[src/rtl/alu_status_branch_unit.sv]
// alu_status_branch_unit
// Consumer side of the ALU status interface in the MIPS-lite datapath.
// It keeps the ALU Z/N/V flags in a status register and evaluates branch
// conditions against them. It also drives the PC redirect and, for link-type
// branches, the $31 link write. The control unit uses a br_req/br_ack
// handshake with this block, and busy holds it off while a branch resolves.
//
// Ports:
//   clk, reset            clock, synchronous active-high reset
//   flag_we, z_in/n_in/v_in  ALU status capture
//   br_req, br_op         branch request (held until br_ack) and opcode
//   pc_plus4, br_target, rs_val  operands sampled with br_req
//   br_ack                one-cycle acknowledge (RESOLVE)
//   busy                  high whenever the FSM is not IDLE
//   pc_load, next_pc      one-cycle PC redirect strobe and address
//   link_we, link_addr, link_data  one-cycle $31 link write
//   status_q              registered flags {Z,N,V}
module alu_status_branch_unit #(
  parameter int WIDTH    = 32,
  parameter int LINK_REG = 31
) (
  input  logic             clk,
  input  logic             reset,
  input  logic             flag_we,
  input  logic             z_in,
  input  logic             n_in,
  input  logic             v_in,
  input  logic             br_req,
  input  logic [2:0]       br_op,
  input  logic [WIDTH-1:0] pc_plus4,
  input  logic [WIDTH-1:0] br_target,
  input  logic [WIDTH-1:0] rs_val,
  output logic             br_ack,
  output logic             busy,
  output logic             pc_load,
  output logic [WIDTH-1:0] next_pc,
  output logic             link_we,
  output logic [4:0]       link_addr,
  output logic [WIDTH-1:0] link_data,
  output logic [2:0]       status_q
);

  typedef enum logic [1:0] {
    IDLE    = 2'd0,
    EVAL    = 2'd1,
    RESOLVE = 2'd2,
    LINK    = 2'd3
  } state_t;

  localparam logic [4:0] LINK_ADDR = 5'(LINK_REG);

  localparam logic [2:0] OP_BLEZAL = 3'b100;
  localparam logic [2:0] OP_BRV    = 3'b110;
  localparam logic [2:0] OP_BAL    = 3'b111;

  // Branch condition on the stored flags {Z,N,V}.
  function automatic logic cond_taken(input logic [2:0] op, input logic [2:0] flags);
    logic z;
    logic n;
    logic v;
    logic r;
    z = flags[2];
    n = flags[1];
    v = flags[0];
    case (op)
      3'b000:  r = z;
      3'b001:  r = ~z;
      3'b010:  r = n ^ v;
      3'b011:  r = z | (n ^ v);
      3'b100:  r = z | (n ^ v);
      3'b101:  r = v;
      3'b110:  r = 1'b1;
      3'b111:  r = 1'b1;
      default: r = 1'b0;
    endcase
    return r;
  endfunction

  state_t           state_r;
  state_t           state_s;
  logic [2:0]       status_r;
  logic [2:0]       op_r;
  logic [WIDTH-1:0] pc4_r;
  logic [WIDTH-1:0] tgt_r;
  logic [WIDTH-1:0] rs_r;
  logic             link_pend_r;

  logic             br_ack_r;
  logic             busy_r;
  logic             pc_load_r;
  logic [WIDTH-1:0] next_pc_r;
  logic             link_we_r;
  logic [WIDTH-1:0] link_data_r;

  logic             taken_s;
  logic             links_op_s;
  logic [WIDTH-1:0] npc_s;
  logic             latch_s;
  logic             ack_s;
  logic             load_s;
  logic             link_s;
  logic             busy_s;

  // Condition and redirect target from the latched request and stored flags.
  always_comb begin
    taken_s    = cond_taken(op_r, status_r);
    links_op_s = (op_r == OP_BLEZAL) || (op_r == OP_BAL);
    if (op_r == OP_BRV) begin
      npc_s = rs_r;
    end else begin
      npc_s = tgt_r;
    end
  end

  // Next-state and strobe decode; strobes are registered one edge later so
  // they line up with the state they belong to.
  always_comb begin
    state_s = state_r;
    latch_s = 1'b0;
    ack_s   = 1'b0;
    load_s  = 1'b0;
    link_s  = 1'b0;
    case (state_r)
      IDLE: begin
        if (br_req) begin
          state_s = EVAL;
          latch_s = 1'b1;
        end else begin
          state_s = IDLE;
        end
      end
      EVAL: begin
        // status_r here is the value before this edge, so a flag_we during
        // EVAL does not affect the decision.
        state_s = RESOLVE;
        ack_s   = 1'b1;
        load_s  = taken_s;
      end
      RESOLVE: begin
        if (link_pend_r) begin
          state_s = LINK;
          link_s  = 1'b1;
        end else begin
          state_s = IDLE;
        end
      end
      LINK: begin
        state_s = IDLE;
      end
      default: begin
        state_s = IDLE;
      end
    endcase
    busy_s = (state_s != IDLE);
  end

  // FSM state register.
  always_ff @(posedge clk) begin
    if (reset) begin
      state_r <= IDLE;
    end else begin
      state_r <= state_s;
    end
  end

  // Status register; flag_we is honoured in every state.
  always_ff @(posedge clk) begin
    if (reset) begin
      status_r <= 3'b000;
    end else if (flag_we) begin
      status_r <= {z_in, n_in, v_in};
    end else begin
      status_r <= status_r;
    end
  end

  // Request latches, loaded when a request is accepted in IDLE.
  always_ff @(posedge clk) begin
    if (reset) begin
      op_r  <= 3'b000;
      pc4_r <= '0;
      tgt_r <= '0;
      rs_r  <= '0;
    end else if (latch_s) begin
      op_r  <= br_op;
      pc4_r <= pc_plus4;
      tgt_r <= br_target;
      rs_r  <= rs_val;
    end else begin
      op_r  <= op_r;
      pc4_r <= pc4_r;
      tgt_r <= tgt_r;
      rs_r  <= rs_r;
    end
  end

  // Registered handshake, redirect and link outputs.
  always_ff @(posedge clk) begin
    if (reset) begin
      br_ack_r    <= 1'b0;
      busy_r      <= 1'b0;
      pc_load_r   <= 1'b0;
      link_we_r   <= 1'b0;
      link_pend_r <= 1'b0;
      next_pc_r   <= '0;
      link_data_r <= '0;
    end else begin
      br_ack_r    <= ack_s;
      busy_r      <= busy_s;
      pc_load_r   <= load_s;
      link_we_r   <= link_s;
      // Only a taken link-type branch continues from RESOLVE into LINK.
      link_pend_r <= ack_s & taken_s & links_op_s;
      if (load_s) begin
        next_pc_r <= npc_s;
      end else begin
        next_pc_r <= next_pc_r;
      end
      if (link_s) begin
        link_data_r <= pc4_r;
      end else begin
        link_data_r <= link_data_r;
      end
    end
  end

  assign br_ack    = br_ack_r;
  assign busy      = busy_r;
  assign pc_load   = pc_load_r;
  assign next_pc   = next_pc_r;
  assign link_we   = link_we_r;
  assign link_addr = LINK_ADDR;
  assign link_data = link_data_r;
  assign status_q  = status_r;

endmodule

[config.mk]
export PLATFORM = sky130hd
export DESIGN_NAME = alu_status_branch_unit
export DESIGN_NICKNAME = d
export VERILOG_FILES = /design/src/rtl/alu_status_branch_unit.sv
export SDC_FILE = /design/constraint.sdc
export NUM_CORES = 1
export LEC_CHECK = 0
export CAP_MARGIN = 30
export CORE_MARGIN = 3
export CORE_UTILIZATION = 55
export CTS_CLUSTER_SIZE = 40
export DETAILED_ROUTE_END_ITERATION = 8
export DONT_BUFFER_PORTS = 1
export GPL_TIMING_DRIVEN = 0
export PLACE_DENSITY_LB_ADDON = 0.15
export SLEW_MARGIN = 25
export SYNTH_ARGS = -nofsm -noshare
export SYNTH_HDL_FRONTEND = slang
export SYNTH_SLANG_ARGS = --single-unit
[constraint.sdc]
create_clock -name clk -period 2.1 [get_ports clk]
set_input_delay 0.42 -clock clk [delete_from_list [all_inputs] [get_ports clk]]
set_output_delay 0.42 -clock clk [all_outputs]
set_load 0.05 [all_outputs]
### Word-level counts from Yosys, hierarchy flattened

Cells that the tools add are included.

* register bits: 173
* input bits: 106

* equal/unequal tests: 10
* mux-type cells: 11
* bitwise operators: 5
* reductions and logical operators: 6

Operators by type and width (count)
* 32-bit two-way mux: 1
* 3-bit == test, second input constant: 4
* 2-bit case mux with 4 select lines: 1
* 1-bit two-way mux: 7
* 3-bit by 2-bit == test with 1-bit output, second input constant: 2
* 1-bit case mux with 6 select lines: 1
* 2-bit == test, second input constant: 2
* 2-bit OR reduction: 2
* 3-bit by 1-bit == test with 1-bit output, second input constant: 1
* 3-bit zero test: 1
* 1-bit AND: 2
* 2-bit by 1-bit == test with 1-bit output, second input constant: 1
* 2-bit zero test: 1
* 2-bit two-way mux: 1
* 2-bit nonzero test: 1
* 1-bit logical OR: 1
* 1-bit NOT: 1
* 1-bit OR: 1
* 1-bit bitwise XOR: 1

### Logic depth before layout (Yosys ltp)

Gate-level depths: netlist of run 1.

* depth in word-level cells: 5
* mapped depth: 8
* mapped depth without buffers: 5

### Least setup slack after synthesis of run 1

No wires, ideal clock.

* path type: register to register
* from: register status_r[0] (netlist: status_q[0])
* to: register next_pc_r[23] (netlist: next_pc[23])
* library setup time: 121 ps
* data arrival time: 1852 ps
* data required time: 1979 ps
* slack: 127 ps
* stages on the path, launching flop included: 8
* buffers on the path: 2
* clock period less this slack: 1973 ps
* cell sequence: dfxtp_1 -> or2_1 -> o21ai_1 -> a311oi_1 -> and2_1 -> buf_6 -> buf_8 -> mux2_4

* word-level cells in the longest chain between the ends: 4

Ends and longest elaborated chain
* from (decl): line 81 `logic [2:0] status_r;`
* from (signal assigned): line 171 `status_r <= {z_in, n_in, v_in};`
* from (signal assigned): line 173 `status_r <= status_r;`
* 1-bit bitwise XOR: line 68, 69, 70
* 1-bit OR: line 69, 70
* 1-bit case mux with 6 select lines *: line 65 `case (op)`
* 1-bit two-way mux *: line 123 `case (state_r)`
* to (signal assigned): line 215 `next_pc_r <= npc_s;`
* to (signal assigned): line 217 `next_pc_r <= next_pc_r;`
* to (decl): line 91 `logic [WIDTH-1:0] next_pc_r;`

Mark *: on every way between the ends. The rest lies on a longest branch, timed or not.
A chain may end at the register's enable or synchronous reset.

### Worst setup path after layout of run 1

* from: register status_r[1] (netlist: status_q[1])
* to: register next_pc_r[30] (netlist: next_pc[30])

* word-level cells in the longest chain between the ends: 4

Ends and longest elaborated chain (line)
* 1-bit bitwise XOR *: 68, 69, 70
* 1-bit OR: 69, 70
* 1-bit case mux with 6 select lines *: 65
* 1-bit two-way mux *: 123

Marked as above.

==> metrics.txt, run 1 <==
Fin. Hold Viols=0; port buffer count=0; gpl congestion=a little over 0.8; initial antenna violation count=0; Worst-Skew Late Latency=roughly 420 ps; Hold Crit Class=in -> reg; TritonCTS buffer count=17; Die Ht=around 120 microns; drt pass-1 iters=4; Core Util, Final=64.63%; pin slew with the least headroom to its limit=~590 ps; clock transition at the registers of the reported paths=60 ps; Max VDD drop=583.1 uV; Max Fclk=a little over 500 MHz; Die Width=~120 microns; Startpoint Class=register; core box area=around 12,000 sq um; Setup Fix Bufs, Post-CTS=0; Clock Tree Buf Depth=2; Leakage Power=roughly 0.0028 uW; RSZ-0062 raised after global routing=no; Worst Setup SP=status_q[1]$_SDFFE_PP0P_; Yosys cell types=29; dpl ws=-179.6 ps; skew final=5.367 ps; clock net sink count=approximately 170; vias in the first global route=~5,300; Async S/R FF share, synth=0%; vias post-DR=approximately 5,400; fin crit share=roughly 90%; final setup margin=156.4 ps; post-synthesis cell count=834; CP arrival=2250 ps; met3 wire len=approximately 1.4 mm; htree depth=4; sequential-to-total area share from yosys stat=between 50% and 60%; synth warn=0; routed wire length=16.56 mm; final slew viol count=0; CP endpoint kind=register; # diodes=0; largest net degree at the start of global routing=17; Syn Area/Cell=a little over 8 sq um; Worst Setup Path Type=reg -> reg; Overflow after GRT=0; die footprint=approximately 14,000 sq um; hpwl dp=12.19 mm; top layer in use=met4; EDFF count, synth=0; IO Pins=182; DRC violations left=0; Detail Route Antenna Nets=0; # placed instances=981; final setup vio count=0; first-pass GRT wire length=approximately 26 mm; Starting Density=roughly 58%; status=finished clean; routed wl met2=slightly below 8 mm; Slew Limit Headroom=between 60% and 70%; Post-Synthesis Cell Area=6748 sq um; Crit Reg-Reg Startpoint=status_q[1]$_SDFFE_PP0P_; vias per cell=approximately 5.4; Root Buffer Master=clkbuf_16; share of the synthesized area in the top cell type=about half; Main synth FF type=dfxtp_1; layout cells sized above 1=about a tenth; FILL cells=roughly 1,000; WL/cell=~16 microns; area growth from synthesis to layout=12.16%; Max-Cap Viols=0; FF+latch count, synth=173; worst path required time=2400 ps; Finished Layout Cells=roughly 1,000; hold path start=br_target[17]; GRT Overall Usage=about a quarter; Rows=39; critical path peak fanout=10; 1st-iter DRT viols=slightly above 300; Post-layout nets=963; pwr/cell area=approximately 960 nW/um^2; DRT met1 WL=between 7 and 8 mm; top cells by area, synth=dfxtp_1, nand2_1, a21oi_1; CTS tree=yes; fin crit period=about 1900 ps; Yosys top cell by area=dfxtp_1
[synth_stat cells, types with 4 or more instances]
cell type and count:
mux2_4 28, nor2b_1 33, buf_4 5, dfxtp_1 173
nand2_1 331, buf_1 6, mux2_2 4, buf_2 11
mux2i_1 4, a21oi_1 165, clkbuf_1 43, nor2_1 9
[layout make-up]
| cell class | count | area (sq um) | area share, % |
|---|---|---|---|
| plain buffers | 70 | 354.1 | 4.678 |
| clock buffers | 23 | 488.0 | 6.447 |
| clock inverters | 9 | 132.6 | 1.752 |
| inverters | 2 | 7.507 | 0.09919 |
| multi-input cells | 593 | 2938 | 38.82 |
| flip-flops and latches | 173 | 3470 | 45.84 |
| well taps | 143 | 178.9 | 2.364 |
[cells by family (layout without fill, tap and decap cells)]
family          Yosys count  after routing  share of synthesized area [%]
flops                   173            173                          51.33
buf+inv                  72            104                          5.359
simple gates            381            381                          22.86
other cells               1              5                        0.05557
xor+xnor                  1              1                         0.1298
compound gates          170            170                          12.78
mux                      36             36                          7.491
[power by group]
part	switching, uW	internal (uW)	leakage, uW
Clock	1250	2000	0.000300
Sequential	123	3420	0.00141
Combinational	336	176	0.00108
Total	1710	5590	0.00279
[final timing paths]
path | to | slack [ps] | cells after the start
setup / recovery | next_pc[30]$_SDFFE_PP0P_ | 160 | 7
hold / removal | tgt_r[17]$_SDFFE_PP0P_ | 130 | 2
setup reg to reg | next_pc[30]$_SDFFE_PP0P_ | 160 | 7
hold reg to reg | link_data[11]$_SDFFE_PP0P_ | 450 | 2
[per-stage QoR]
stage | setup TNS, ps | instance area, sq um | hold slack (ps) | total power, uW
after floorplan | 0 | 6763 | 432.2 | 3987
after detailed placement | -13670 | 6942 | 445.9 | 4122
final | 0 | 7569 | 131.0 | 7302
after global routing | 0 | 7569 | 108.3 | 7582
after CTS | 0 | 7565 | 115.3 | 7337
after global placement | -6141 | 6942 | 435.9 | 4094
[flip-flops by register name (all words and copies together) (netlist names), 2 cells and up]
signal and flops:
rs_r 32, next_pc 32, op_r 3, status_q 3, tgt_r 32, link_data 32
state_r 2, pc4_r 32
[cell usage in the layout (no fill, tap or decap), types with 2 or more instances in the layout]
cell / synthesis / final
nand2_1: 331 / 331
dfxtp_1: 173 / 170
a21oi_1: 165 / 165
clkbuf_1: 43 / 45
nor2b_1: 33 / 33
mux2_4: 28 / 28
clkbuf_16: 0 / 17
buf_2: 11 / 11
nor2_1: 9 / 9
buf_1: 6 / 6
buf_4: 5 / 5
conb_1: 1 / 5
mux2i_1: 4 / 4
mux2_2: 4 / 4
clkbuf_8: 0 / 4
bufinv_16: 0 / 3
and2_1: 2 / 2
buf_6: 2 / 2
or2_1: 2 / 2
inv_1: 2 / 2
buf_12: 2 / 2
clkinv_2: 0 / 2
clkinvlp_4: 0 / 2
dfxtp_2: 0 / 2
[per-layer routing]
layer	GRT usage, %	up-vias
met3	8.549	25
met2	40.05	177
met1	30.51	2497
met4	9.021	0
met5	0	-
li1	-	2724
[timing repair]
item | CTS | global route
gates resized for setup | 2 | 2
endpoints found under the setup margin | 28 | 28
cloned | 0 | 0
hold endpoints to repair | 0 | 0
hold buffers | 0 | 0
[critical path, cell delays in order, from the launching register on]
cell      delay [ps]
dfxtp_2          520
or2_1            170
o21ai_1           60
a311oi_1         260
and2_1           190
buf_6            160
buf_8            170
mux2_4           300
(Power assumes the default switching activity.)
==> inputs of run 2 (changes only) <==
--- a/config.mk
+++ b/config.mk
@@ -5,9 +5,11 @@
 export SDC_FILE = /design/constraint.sdc
 export NUM_CORES = 1
 export LEC_CHECK = 0
+export ABC_CLOCK_PERIOD_IN_PS = 2100
 export CAP_MARGIN = 30
 export CORE_MARGIN = 3
-export CORE_UTILIZATION = 55
+export CORE_UTILIZATION = 50
+export CTS_BUF_LIST = sky130_fd_sc_hd__clkbuf_4
 export CTS_CLUSTER_SIZE = 40
 export DETAILED_ROUTE_END_ITERATION = 8
 export DONT_BUFFER_PORTS = 1
==> run 2 against run 1 <==
Effect of this change:
- clock skew up 8.7 ps
- critical endpoint is now next_pc[17]$_SDFFE_PP0P_
- largest power group unchanged
- largest cell class unchanged
- combinational power up 34%
- wire length up 10%
- hold slack worse by 54 ps
==> metrics.txt, run 2 (synthesis gave the netlist of run 1 again) <==
status=finished clean (unchanged); CP arrival=2400 ps (was 2250 ps); fin crit share=92.62% (was 92.55%); Worst Setup Path Type=reg -> reg (unchanged); final slew viol count=0 (unchanged); core box area=12,930 sq um (was 11,710 sq um); Detail Route Antenna Nets=0 (unchanged); gpl congestion=0.7955 (was 0.8111); Area after DPL=6978 sq um (was 6942 sq um); Core Util, Final=63.84% (was 64.63%); Setup Fix Bufs, Post-CTS=0 (unchanged); WL/cell=15.90 microns (was 16.34 microns); Max-Cap Viols=0 (unchanged); CTS tree=yes (unchanged); Hold Crit Class=in -> reg (unchanged); RSZ-0062 raised after global routing=no (unchanged); met3 usage=6.917% (was 8.549%); Starting Density=52.20% (was 57.62%); skew final=14.08 ps (was 5.367 ps); GR peak layer=met2 (unchanged); critical path peak fanout=10 (unchanged); multi-input logic area=2938 sq um (unchanged); Rows=41 (was 39); Slew Limit Headroom=55.64% (was 60.74%); first-pass GRT wire length=28.86 mm (was 26.06 mm); CP endpoint kind=register (unchanged); largest net degree at the start of global routing=17 (unchanged); vias in the first global route=5,867 (was 5,335); area growth from synthesis to layout=22.31% (was 12.16%); drt pass-1 iters=4 (unchanged); routed wire length=18.26 mm (was 16.56 mm); Overflow after GRT=0 (unchanged); clock transition at the registers of the reported paths=130 ps (was 60 ps); port buffer count=0 (unchanged); TritonCTS buffer count=17 (unchanged); commonest non-fill, non-tap cell in the layout=nand2_1 (unchanged); critical path cell sequence=or2_1, o21ai_1, a311oi_1, and2_1, buf_6, buf_12, mux2_4 (was or2_1, o21ai_1, a311oi_1, and2_1, buf_6, buf_8, mux2_4); initial antenna violation count=1 (was 0); IO Pins=182 (unchanged); layout cells sized above 1=8.736% (was 10.11%); Max VDD drop=460.7 uV (was 583.1 uV); Worst path max stage delay=560 ps (was 520 ps); Slowest-stage cell, CP=dfxtp_2 (unchanged); 1st-iter DRT viols=317 (was 305); Post-layout nets=1,066 (was 963); Register Area=3467 sq um (was 3470 sq um); hpwl dp=12.45 mm (was 12.19 mm); pin slew with the least headroom to its limit=665.4 ps (was 588.9 ps); Fin. Hold Viols=0 (unchanged); Die Width=122.2 microns (was 116.8 microns); fin area=8253 sq um (was 7569 sq um); Clock Tree Buf Depth=2 (unchanged); Leakage Power=0.003041 uW (was 0.002787 uW); Startpoint Class=register (unchanged); clock net sink count=173 (unchanged); Root Buffer Master=clkbuf_4 (was clkbuf_16); met2 usage=40.23% (was 40.05%); final setup vio count=0 (unchanged); pwr/cell area=714.4 nW/um^2 (was 964.9 nW/um^2); vias post-DR=5,914 (was 5,423); FILL cells=1,136 (was 1,047); DRC violations left=0 (unchanged); htree depth=4 (unchanged); vias per cell=5.152 (was 5.353); final hold slack=76.93 ps (was 131.0 ps); most frequent cells in the layout=nand2_1, dfxtp_1, a21oi_1 (unchanged); met1 Usage GRT=30.79% (was 30.51%); worst path required time=2550 ps (was 2400 ps); die footprint=14,930 sq um (was 13,630 sq um); Max Fclk=514.1 MHz (was 514.5 MHz); GRT Overall Usage=24.63% (was 24.70%); Die Ht=122.2 microns (was 116.8 microns); fin crit period=1945 ps (was 1944 ps); Worst-Skew Late Latency=560 ps (was 420 ps)
## run 2: cell types whose count changed in the layout (fill, tap and decap cells not counted), sizes merged
cell	change
bufinv	-2
clkbuf	-6
diode	+3
clkinv	+7
clkinvlp	+1
dlygate4sd3	+103
## run 2: metal layers
layer / vias to the layer above / routed length (microns)
li1: 2934 / -
met5: - / 0
met2: 195 / 8615
met3: 37 / 1209
met4: 0 / 454
met1: 2748 / 7979
## run 2: layout make-up
cell class / instances / area share, %
tap: 172 / 2.608
sequential: 173 / 42.01
inverter: 2 / 0.09096
antenna: 3 / 0.09096
buffer: 70 / 4.290
multi-input combinational: 593 / 35.60
clock buffer: 17 / 1.546
timing repair buffer: 103 / 12.49
clock inverter: 15 / 1.274
## run 2: worst max-delay path, delay by kind of cell, from the launching register on
| family | cells | cell delay, ps |
|---|---|---|
| multiplexers | 1 | 300 |
| flip-flops | 1 | 560 |
| buffers and inverters | 2 | 330 |
| AO/OA/AOI/OAI | 2 | 310 |
| AND/OR/NAND/NOR | 2 | 340 |
## run 2: path summary, 6_finish.rpt
kind	startpoint	endpoint	slack, ps	cells after the start
max	status_q[0]$_SDFFE_PP0P_	next_pc[17]$_SDFFE_PP0P_	150	7
min	v_in	status_q[0]$_SDFFE_PP0P_	80	2
max reg2reg	status_q[0]$_SDFFE_PP0P_	next_pc[17]$_SDFFE_PP0P_	150	7
min reg2reg	pc4_r[25]$_SDFFE_PP0P_	link_data[25]$_SDFFE_PP0P_	460	2
## run 2: stage by stage
stage	setup TNS [ps]	power, uW	instances	setup slack, ps
finish	0	5896	1148	154.9
global route	0	6175	1147	54.22
CTS	0	5917	1144	52.56
detailed placement	-28860	4123	1010	-372.4
global placement	-25000	4100	1010	-318.6
floorplan	0	3987	838	126.7
## run 2: where the power goes
group          switching [uW]  internal (uW)
combinational             381            303
sequential                123           3420
clock                    1110            558
## run 2: repair_timing
action	in CTS	in global routing
endpoints found under the setup margin	28	26
hold buffers	102	1
gates cloned	0	0
hold endpoints to repair	101	1
resized for setup	2	1
==> inputs of run 3 (changes only) <==
--- a/config.mk
+++ b/config.mk
@@ -5,6 +5,7 @@
 export SDC_FILE = /design/constraint.sdc
 export NUM_CORES = 1
 export LEC_CHECK = 0
+export ABC_AREA = 1
 export ABC_CLOCK_PERIOD_IN_PS = 2100
 export CAP_MARGIN = 30
 export CORE_MARGIN = 3
==> run 3 against run 2 <==
Effect of this change:
- via count is 0.76% higher
- critical endpoint is now next_pc[10]$_SDFFE_PP0P_
- synthesized cell count is 9.4% higher
- register-to-register slack gained 90 ps
==> metrics.txt, run 3 <==
WL/cell=15.03 microns (was 15.90 microns); post-synthesis cell count=912 (was 834); commonest non-fill, non-tap cell in the layout=nor2_1 (was nand2_1); clock transition at the registers of the reported paths=140 ps (was 130 ps); critical path cell sequence=inv_1, nand2_1, nand2_1, nand3_1, buf_4, buf_2, a21oi_1, nor2_1 (was or2_1, o21ai_1, a311oi_1, and2_1, buf_6, buf_12, mux2_4); final setup margin=242.7 ps (was 154.9 ps); Compound-Gate Fraction of Synth Area=17.89% (was 12.78%); most frequent cell on the critical path=nand2_1; critical path peak fanout=10 (unchanged); dpl ws=203.9 ps (was -372.4 ps); Async S/R FF share, synth=0% (unchanged); fin area=7945 sq um (was 8253 sq um); EDFF count, synth=0 (unchanged); CTS tree=yes (unchanged); vias in the first global route=5,570 (was 5,867); GRT Overall Usage=23.77% (was 24.63%); hpwl dp=12.41 mm (was 12.45 mm); Max Fclk=538.4 MHz (was 514.1 MHz); Max VDD drop=527.1 uV (was 460.7 uV); Overflow after GRT=0 (unchanged); GR peak layer=met2 (unchanged); Startpoint Class=register (unchanged); top cells by area, synth=dfxtp_1, nor2_1, o21ai_0 (was dfxtp_1, nand2_1, a21oi_1); Hold Crit Class=in -> reg (unchanged); die footprint=14,960 sq um (was 14,930 sq um); TritonCTS buffer count=17 (unchanged); Yosys top cell by area=dfxtp_1 (unchanged); skew final=17.33 ps (was 14.08 ps); synth warn=0 (unchanged); Post-layout nets=1,104 (was 1,066); Yosys cell types=18 (was 29); Worst path max stage delay=730 ps (was 560 ps); final slew viol count=0 (unchanged); Leakage Power=0.003162 uW (was 0.003041 uW); met2 usage=38.51% (was 40.23%); Syn Area/Cell=7.417 sq um (was 8.091 sq um); clock net sink count=173 (unchanged); Fin. Hold Viols=0 (unchanged); final setup vio count=0 (unchanged); vias post-DR=5,959 (was 5,914); gpl congestion=0.8299 (was 0.7955); Post-Route Setup TNS=0 ps (unchanged); share of the synthesized area in the top cell type=51.20% (was 51.33%); drt pass-1 iters=5 (was 4); fin crit share=88.44% (was 92.62%); CP endpoint kind=register (unchanged); Max-Cap Viols=0 (unchanged); Die Width=122.3 microns (was 122.2 microns); initial antenna violation count=1 (unchanged); status=finished clean (unchanged); Slowest-stage cell, CP=dfxtp_1 (was dfxtp_2); fin crit period=1857 ps (was 1945 ps); Die Ht=122.3 microns (was 122.2 microns); Slew Limit Headroom=60.05% (was 55.64%); FF+latch count, synth=173 (unchanged); area growth from synthesis to layout=17.46% (was 22.31%); Detail Route Antenna Nets=0 (unchanged); port buffer count=0 (unchanged); Rows=41 (unchanged); Root Buffer Master=clkbuf_4 (unchanged); routed wire length=17.80 mm (was 18.26 mm); RSZ-0062 raised after global routing=no (unchanged); most frequent cells in the layout=nor2_1, dfxtp_1, o21ai_0 (was nand2_1, dfxtp_1, a21oi_1); met1 Usage GRT=30.12% (was 30.79%); top-count cell post-synth=nor2_1 (was nand2_1); IO Pins=182 (unchanged); pin slew with the least headroom to its limit=598.4 ps (was 665.4 ps); first-pass GRT wire length=27.81 mm (was 28.86 mm); Post-Synthesis Cell Area=6764 sq um (was 6748 sq um); core box area=12,930 sq um (unchanged); worst path required time=2600 ps (was 2550 ps); mux share of post-synthesis cell area=0% (was 7.491%); Post-Synth Adder-Cell Area=0% (unchanged); Starting Density=52.32% (was 52.20%); post-synthesis simple-gate area fraction=21.68% (was 22.86%); Worst-Skew Late Latency=570 ps (was 560 ps); CP arrival=2360 ps (was 2400 ps); layout cells sized above 1=7.913% (was 8.736%); pwr/cell area=856.6 nW/um^2 (was 714.4 nW/um^2); Clock Tree Buf Depth=2 (unchanged); main combinational cell family by area after synthesis=simple AND/OR/NAND/NOR gates (unchanged); sequential-to-total area share from yosys stat=51.20% (was 51.33%); Synth top cells by count=nor2_1, dfxtp_1, o21ai_0 (was nand2_1, dfxtp_1, a21oi_1); Post-Synth XOR/XNOR Area=0% (was 0.1298%); Main synth FF type=dfxtp_1 (unchanged); largest net degree at the start of global routing=17 (unchanged); htree depth=4 (unchanged); 1st-iter DRT viols=364 (was 317); Worst Setup Path Type=reg -> reg (unchanged); met3 usage=6.866% (was 6.917%); vias per cell=5.033 (was 5.152); DRC violations left=0 (unchanged); Area after DPL=6994 sq um (was 6978 sq um)
[run 3: cell types whose count changed after synthesis, moves of 17 or more]
| cell | delta |
|---|---|
| mux2_4 | -28 |
| nand3_1 | +17 |
| a21oi_1 | -93 |
| inv_1 | +73 |
| nor2b_1 | -33 |
| nand2_1 | -255 |
| nor2_1 | +223 |
| nand3_2 | +22 |
| o21ai_0 | +167 |
[run 3: kinds of logic (layout without fill, tap and decap cells)]
| logic type | after synthesis | in the layout |
|---|---|---|
| simple gates | 348 | 348 |
| flops | 173 | 173 |
| compound gates | 241 | 241 |
| buf+inv | 149 | 244 |
| other cells | 1 | 6 |
[run 3: power by group]
part           internal (uW)  switching [uW]  leakage [uW]  total, uW
clock                    958            1110      0.000171       2070
sequential              3500             278       0.00142       3780
combinational            361             598       0.00157        959
[run 3: stage by stage]
stage               instances  hold WS (ps)  power [uW]  util (%)
global route             1184         10.40        7148     61.46
finish                   1184         46.92        6805     61.46
CTS                      1182        0.2988        6848     61.34
global placement         1088         434.2        4691     54.10
floorplan                 916         424.0        4493         -
detailed placement       1088         437.3        4710     54.10
[run 3: worst paths after layout]
check	startpoint	endpoint	slack (ps)	cells after the start
worst max register to register	status_q[2]$_SDFFE_PP0P_	next_pc[10]$_SDFFE_PP0P_	240	8
worst max-delay path	status_q[2]$_SDFFE_PP0P_	next_pc[10]$_SDFFE_PP0P_	240	8
worst min-delay path	rs_val[9]	rs_r[9]$_SDFFE_PP0P_	50	2
worst min register to register	rs_r[19]$_SDFFE_PP0P_	rs_r[19]$_SDFFE_PP0P_	450	2
[run 3: per-layer routing]
layer,routed length [microns],vias to the layer above
met5,0,-
met4,372,0
met3,1182,25
met2,8225,164
met1,8015,2701
li1,-,3069
[run 3: cell type report]
class                           count  area, sq um
Fill cell                        1239         4982
Sequential cell                   173         3466
Multi-Input combinational cell    594         2695
Timing Repair Buffer               63        630.6
Buffer                             71        327.8
Inverter                           78        292.8
Tap cell                          172        215.2
Clock inverter                     13        172.7
Clock buffer                       19        142.6
Antenna cell                        1        2.502
[run 3: critical path: cells and delay by family, from the launching register on]
kind / cells / cell delay, ps
flops: 1 / 730
buf+inv: 3 / 570
simple gates: 4 / 390
compound gates: 1 / 100
[run 3: what timing repair did]
item	CTS	global route
setup endpoints to repair	0	4
hold buffers	62	1
buffers inserted	0	0
hold endpoints to repair	62	1
gates resized for setup	0	2
